### src/rtl/pri_enc_pkg.sv
// Shared constants, FSM encoding and decode helper for the priority
// encoder/decoder path.
package pri_enc_pkg;

  localparam int CODE_W = 2;
  localparam int OUT_W  = 1 << CODE_W;

  typedef enum logic {
    S_IDLE = 1'b0,
    S_SHOW = 1'b1
  } state_e;

  function automatic logic [OUT_W-1:0] onehot_of(input logic none,
                                                 input logic [CODE_W-1:0] code);
    onehot_of = none ? '0 : (OUT_W'(1) << code);
  endfunction

endpackage

### src/rtl/pri_dec_2_4_seq_fifo.sv
// Small synchronous FIFO. Pointers carry one extra wrap bit so full and
// empty are told apart by the MSB compare.
module sync_fifo #(
  parameter int WIDTH = 3,
  parameter int DEPTH = 4
) (
  input  logic             clk,
  input  logic             rst,
  input  logic             push,
  input  logic             pop,
  input  logic [WIDTH-1:0] din,
  output logic [WIDTH-1:0] dout,
  output logic             full,
  output logic             empty
);

  localparam int AW = $clog2(DEPTH);

  logic [AW:0]      wr_ptr_q, wr_ptr_d;
  logic [AW:0]      rd_ptr_q, rd_ptr_d;
  logic [WIDTH-1:0] mem_q [DEPTH];
  logic             do_push, do_pop;

  assign full    = (wr_ptr_q[AW] != rd_ptr_q[AW]) &&
                   (wr_ptr_q[AW-1:0] == rd_ptr_q[AW-1:0]);
  assign empty   = (wr_ptr_q == rd_ptr_q);
  assign do_push = push && !full;
  assign do_pop  = pop && !empty;
  assign dout    = mem_q[rd_ptr_q[AW-1:0]];

  always_comb begin
    wr_ptr_d = wr_ptr_q + (AW+1)'(do_push);
    rd_ptr_d = rd_ptr_q + (AW+1)'(do_pop);
  end

  always_ff @(posedge clk) begin
    if (rst) begin
      wr_ptr_q <= '0;
      rd_ptr_q <= '0;
    end else begin
      wr_ptr_q <= wr_ptr_d;
      rd_ptr_q <= rd_ptr_d;
    end
  end

  // Storage is not reset; clearing the pointers is enough to drop contents.
  always_ff @(posedge clk) begin
    if (do_push) mem_q[wr_ptr_q[AW-1:0]] <= din;
  end

endmodule

### src/rtl/pri_dec_2_4_seq.sv
// Buffers {none, code} words and replays each as a registered one-hot grant
// on a valid/ack stream, counting acknowledged words.
module pri_dec_2_4_seq
  import pri_enc_pkg::*;
#(
  parameter int CODE_W = pri_enc_pkg::CODE_W,
  parameter int DEPTH  = 4,
  parameter int CNT_W  = 8,
  localparam int OUT_W = 1 << CODE_W
) (
  input  logic              clk,
  input  logic              rst,
  input  logic              in_valid,
  input  logic [CODE_W-1:0] in_code,
  input  logic              in_none,
  output logic              in_ready,
  output logic [OUT_W-1:0]  out_onehot,
  output logic              out_none,
  output logic              out_valid,
  input  logic              out_ack,
  output logic [CNT_W-1:0]  out_count
);

  state_e            state_q, state_d;
  logic [OUT_W-1:0]  onehot_q, onehot_d;
  logic              none_q, none_d;
  logic              valid_q, valid_d;
  logic [CNT_W-1:0]  count_q, count_d;

  logic              fifo_full, fifo_empty, fifo_pop;
  logic [CODE_W:0]   fifo_dout;
  logic [CODE_W-1:0] head_code;
  logic              head_none;

  sync_fifo #(.WIDTH(CODE_W + 1), .DEPTH(DEPTH)) u_fifo (
    .clk   (clk),
    .rst   (rst),
    .push  (in_valid),
    .pop   (fifo_pop),
    .din   ({in_none, in_code}),
    .dout  (fifo_dout),
    .full  (fifo_full),
    .empty (fifo_empty)
  );

  assign in_ready  = !fifo_full;
  assign head_none = fifo_dout[CODE_W];
  assign head_code = fifo_dout[CODE_W-1:0];

  always_comb begin
    state_d  = state_q;
    onehot_d = onehot_q;
    none_d   = none_q;
    valid_d  = valid_q;
    count_d  = count_q;
    fifo_pop = 1'b0;
    case (state_q)
      S_IDLE: begin
        if (!fifo_empty) begin
          fifo_pop = 1'b1;
          onehot_d = onehot_of(head_none, head_code);
          none_d   = head_none;
          valid_d  = 1'b1;
          state_d  = S_SHOW;
        end
      end
      S_SHOW: begin
        if (out_ack) begin
          count_d = count_q + CNT_W'(1);
          // Refill straight from the FIFO so acked words stream with no bubble.
          if (!fifo_empty) begin
            fifo_pop = 1'b1;
            onehot_d = onehot_of(head_none, head_code);
            none_d   = head_none;
          end else begin
            onehot_d = '0;
            none_d   = 1'b0;
            valid_d  = 1'b0;
            state_d  = S_IDLE;
          end
        end
      end
      default: state_d = S_IDLE;
    endcase
  end

  always_ff @(posedge clk) begin
    if (rst) begin
      state_q  <= S_IDLE;
      onehot_q <= '0;
      none_q   <= 1'b0;
      valid_q  <= 1'b0;
      count_q  <= '0;
    end else begin
      state_q  <= state_d;
      onehot_q <= onehot_d;
      none_q   <= none_d;
      valid_q  <= valid_d;
      count_q  <= count_d;
    end
  end

  assign out_onehot = onehot_q;
  assign out_none   = none_q;
  assign out_valid  = valid_q;
  assign out_count  = count_q;

endmodule
### config.mk
export PLATFORM = sky130hd
export DESIGN_NAME = pri_dec_2_4_seq
export DESIGN_NICKNAME = d
export VERILOG_FILES = /design/src/rtl/pri_enc_pkg.sv /design/src/rtl/pri_dec_2_4_seq_fifo.sv /design/src/rtl/pri_dec_2_4_seq.sv
export SDC_FILE = /design/constraint.sdc
export NUM_CORES = 1
export LEC_CHECK = 0
export ABC_CLOCK_PERIOD_IN_PS = 1700
export BUFFER_PORTS_ARGS = -buffer_cell sky130_fd_sc_hd__buf_4
export CAP_MARGIN = 0
export CORE_ASPECT_RATIO = 1.4
export CORE_MARGIN = 10
export CORE_UTILIZATION = 40
export CTS_CLUSTER_DIAMETER = 50
export DETAILED_ROUTE_END_ITERATION = 12
export SLEW_MARGIN = 40
export SYNTH_ARGS = -nofsm -noshare
export SYNTH_HDL_FRONTEND = slang
export SYNTH_SLANG_ARGS = --single-unit
### constraint.sdc
create_clock -name clk -period 1.7 [get_ports clk]
set_clock_uncertainty 0.05 [all_clocks]
set_input_delay 0.255 -clock clk [delete_from_list [all_inputs] [get_ports clk]]
set_output_delay 0.255 -clock clk [all_outputs]
set_load 0.01 [all_outputs]
==> run metrics <==
outcome complete, no violations; Max clock buf depth 2; count of flip-flops with a built-in enable after synthesis 12; standard-cell rows 25; number of cells produced by synthesis 106; sink count of the clock tree 33; DRC errors left 0; flop and latch count out of synthesis 33; number of warnings printed during yosys synthesis 0; final worst hold slack 123 ps; placer congestion estimate 0.721; Worst Setup Path Type reg -> reg; required arrival time at the worst endpoint 1820 ps; Min Clock Period, post-route 1660 ps; post-detailed-routing wire length 2500 um; hold path startpoint in_none; end point of the most critical hold path u_fifo.mem_q[1][2]; dpl hpwl 1880 um; Top-Level Pins 22; uppermost layer routed met4; final period utilization 97.7%; count of hold-fix buffers inserted at cts 0; clock insertion delay at the later pin of the skew report 280 ps; logic depth of the worst register-to-register path 5; drt first-iter violations 29; wire length of the first global-routing pass 4350 um; biggest area consumer among synthesized cells sky130_fd_sc_hd__dfxtp_1; CTS tree yes; IR drop worst, VDD 634 uV; critical register-to-register path startpoint u_fifo.wr_ptr_q[0]; diodes inserted 0; Layout area overhead 26.7%; number of buffers inserted by port buffering 21; die height 89.4 um; max-cap violations 0; Post-Route Utilization 52.1%; RSZ-0062 raised after global routing yes; floorplan core area 0.00335 mm2; layout cell share with drive strength beyond 1 35.3%; final layout net count 150; max-slew violation total from the final report 0; vias in the first global route 957; routed length per instance 14.0 um; cell area after technology mapping 0.00138 mm2; hold path depth 1; Slew @ Worst Pin 347 ps; dominant cells by area after synthesis sky130_fd_sc_hd__dfxtp_1 31%, sky130_fd_sc_hd__edfxtp_1 26%, sky130_fd_sc_hd__mux4_1 5.7%; number of nets produced by synthesis 118; Data arrival, critical path 1780 ps; Worst setup EP type register; Critical R2R Capture u_fifo.wr_ptr_q[1]; routed length on met1 998 um; number of CTS-inserted buffers 5; Die ar. 0.00622 mm2; met2 routed WL 1320 um; global router's overall resource usage 8.88%; count of vias placed by the detailed router 916; Clock Root Buffer sky130_fd_sc_hd__clkbuf_8; post-route cell area 0.00175 mm2; fraction of the yosys area taken by sequential cells 56.7%; reg-to-reg setup timing slack 40 ps; placement-stage cell area 0.00161 mm2; peak fanout along the critical path 3; power density relative to cell area 1250 mW/mm2; longest individual stage delay on the worst path 370 ps; via-per-instance ratio 5.12; Hold Violations, Final 0; initial antenna violation count 0; Clock H-tree levels 2; clock transition at the registers of the reported paths 70 ps; Setup-failing EPs final 0; Synth Flop Type sky130_fd_sc_hd__dfxtp_1; Die Width 69.6 um; leakage power 0.707 nW; starting utilization of the core area 41.2%; met3 routed wirelength 128 um; series of cell instances along the critical path xor2_2, o31a_2, ha_1, ha_2, nor2b_2; Slowest cell on crit path sky130_fd_sc_hd__o31a_2; Final Total Pwr 0.00217 W; worst slew margin relative to its limit 76.9%; number of nets with antenna violations after detailed routing 0; Cell variety after synth 32; area fraction of the dominant cell type after synthesis 30.5%; class of the worst hold path in -> reg; achievable clock frequency 602 MHz; first-pass iteration count of the detailed router 4; aggregate global routing overflow 0; largest net degree at the start of global routing 21; Async SR Flop Fraction 0%; type of element launching the critical path register; mean instance size in the synthesized netlist 13.0 um2
==> kinds of logic (layout without fill, tap and decap cells) <==
group                      count (synthesis)  in the layout  synth area share (%)
xor gates and xnor gates                  12             12                  8.18
AOI/OAI and AO/OA                         10             10                  6.18
DFF                                       33             33                  56.7
muxes                                      4              4                  6.45
adders and majority gates                  5              5                  4.54
and+or+nand+nor                           37             37                  16.1
buffers and inverters                      5             38                  1.91
==> final cells by class <==
cell class / instances / area (um2)
flip-flops and latches: 33 / 791
multi-input cells: 68 / 601
well taps: 40 / 50.0
clock inverters: 3 / 17.5
fillers: 293 / 1600
inverters: 2 / 7.51
clock buffers: 5 / 68.8
repair buffers: 28 / 210
==> synthesized netlist by cell type, types with 2 or more instances <==
master,instances
sky130_fd_sc_hd__a32o_1,4
sky130_fd_sc_hd__and3_1,2
sky130_fd_sc_hd__xnor2_1,3
sky130_fd_sc_hd__nor2_1,14
sky130_fd_sc_hd__ha_1,5
sky130_fd_sc_hd__mux4_1,3
sky130_fd_sc_hd__clkbuf_1,2
sky130_fd_sc_hd__a21oi_1,2
sky130_fd_sc_hd__nand4_1,5
sky130_fd_sc_hd__inv_1,2
sky130_fd_sc_hd__nand2_1,2
sky130_fd_sc_hd__edfxtp_1,12
sky130_fd_sc_hd__dfxtp_1,21
sky130_fd_sc_hd__xor2_1,8
sky130_fd_sc_hd__nor2b_1,4
==> worst max-delay path: cells and delay by family, from the launching register on <==
kind	cells	cell delay (ps)
simple gates	1	140
flops	1	360
xor+xnor	1	190
fa+ha+maj	2	440
compound gates	1	370
==> sequential cells by signal, indices dropped and copies added (netlist names) <==
| name | cells |
|---|---|
| out_count | 8 |
| out_none | 1 |
| out_onehot | 4 |
| out_valid | 1 |
| state_q | 1 |
| u_fifo.mem_q | 12 |
| u_fifo.rd_ptr_q | 3 |
| u_fifo.wr_ptr_q | 3 |
==> placed cells by master, fill, tap and decap left out, drive strengths merged, types with 2 or more instances in the layout <==
cell	instances
xor2	8
clkinv	2
a32o	4
inv	2
xnor2	4
nor2	14
and3	2
dfxtp	21
a21oi	2
edfxtp	12
nor3b	2
nand4	5
clkbuf	5
ha	5
mux4	3
nand2	2
nor2b	4
buf	28
==> routing by layer <==
metal  vias up  track usage [%]
met1       439             8.59
met5         -                0
met2        22             15.5
li1        449                -
met4         0             5.50
met3         6             3.78
==> repair_timing <==
| action | 4_1_cts | 5_1_grt |
|---|---|---|
| resized for setup | 2 | 5 |
| setup buffers | 0 | 3 |
| pin swaps | 0 | 2 |
| setup endpoints to repair | 1 | 5 |
==> through the flow <==
step                      setup TNS [ps]  std cells  setup slack (ps)
after floorplan                        0        106              58.6
after CTS                              0        176              43.4
after global placement                 0        168              93.9
final                                  0        179              39.2
after global routing               -45.1        179             -24.1
after detailed placement               0        168              62.5
==> where the power goes <==
| group | total [W] | internal (W) | switching [W] |
|---|---|---|---|
| Combinational | 0.000605 | 0.000322 | 0.000284 |
| Clock | 0.000566 | 0.000282 | 0.000284 |
| Sequential | 0.00100 | 0.000924 | 0.0000791 |
==> worst max-delay path by stage <==
stage               slack [ps]  cells past startpoint                from                 end
finish                      40                      5  u_fifo.wr_ptr_q[0]  u_fifo.wr_ptr_q[1]
global route               -20                      6  u_fifo.wr_ptr_q[0]  u_fifo.wr_ptr_q[2]
CTS                         40                      3  u_fifo.rd_ptr_q[1]            in_ready
detailed placement          60                      5  u_fifo.rd_ptr_q[2]  u_fifo.wr_ptr_q[1]
global placement            90                      6  u_fifo.rd_ptr_q[1]  u_fifo.wr_ptr_q[2]
floorplan                   60                      6  u_fifo.wr_ptr_q[0]  u_fifo.rd_ptr_q[1]
Power figures use the tool's default switching activity.
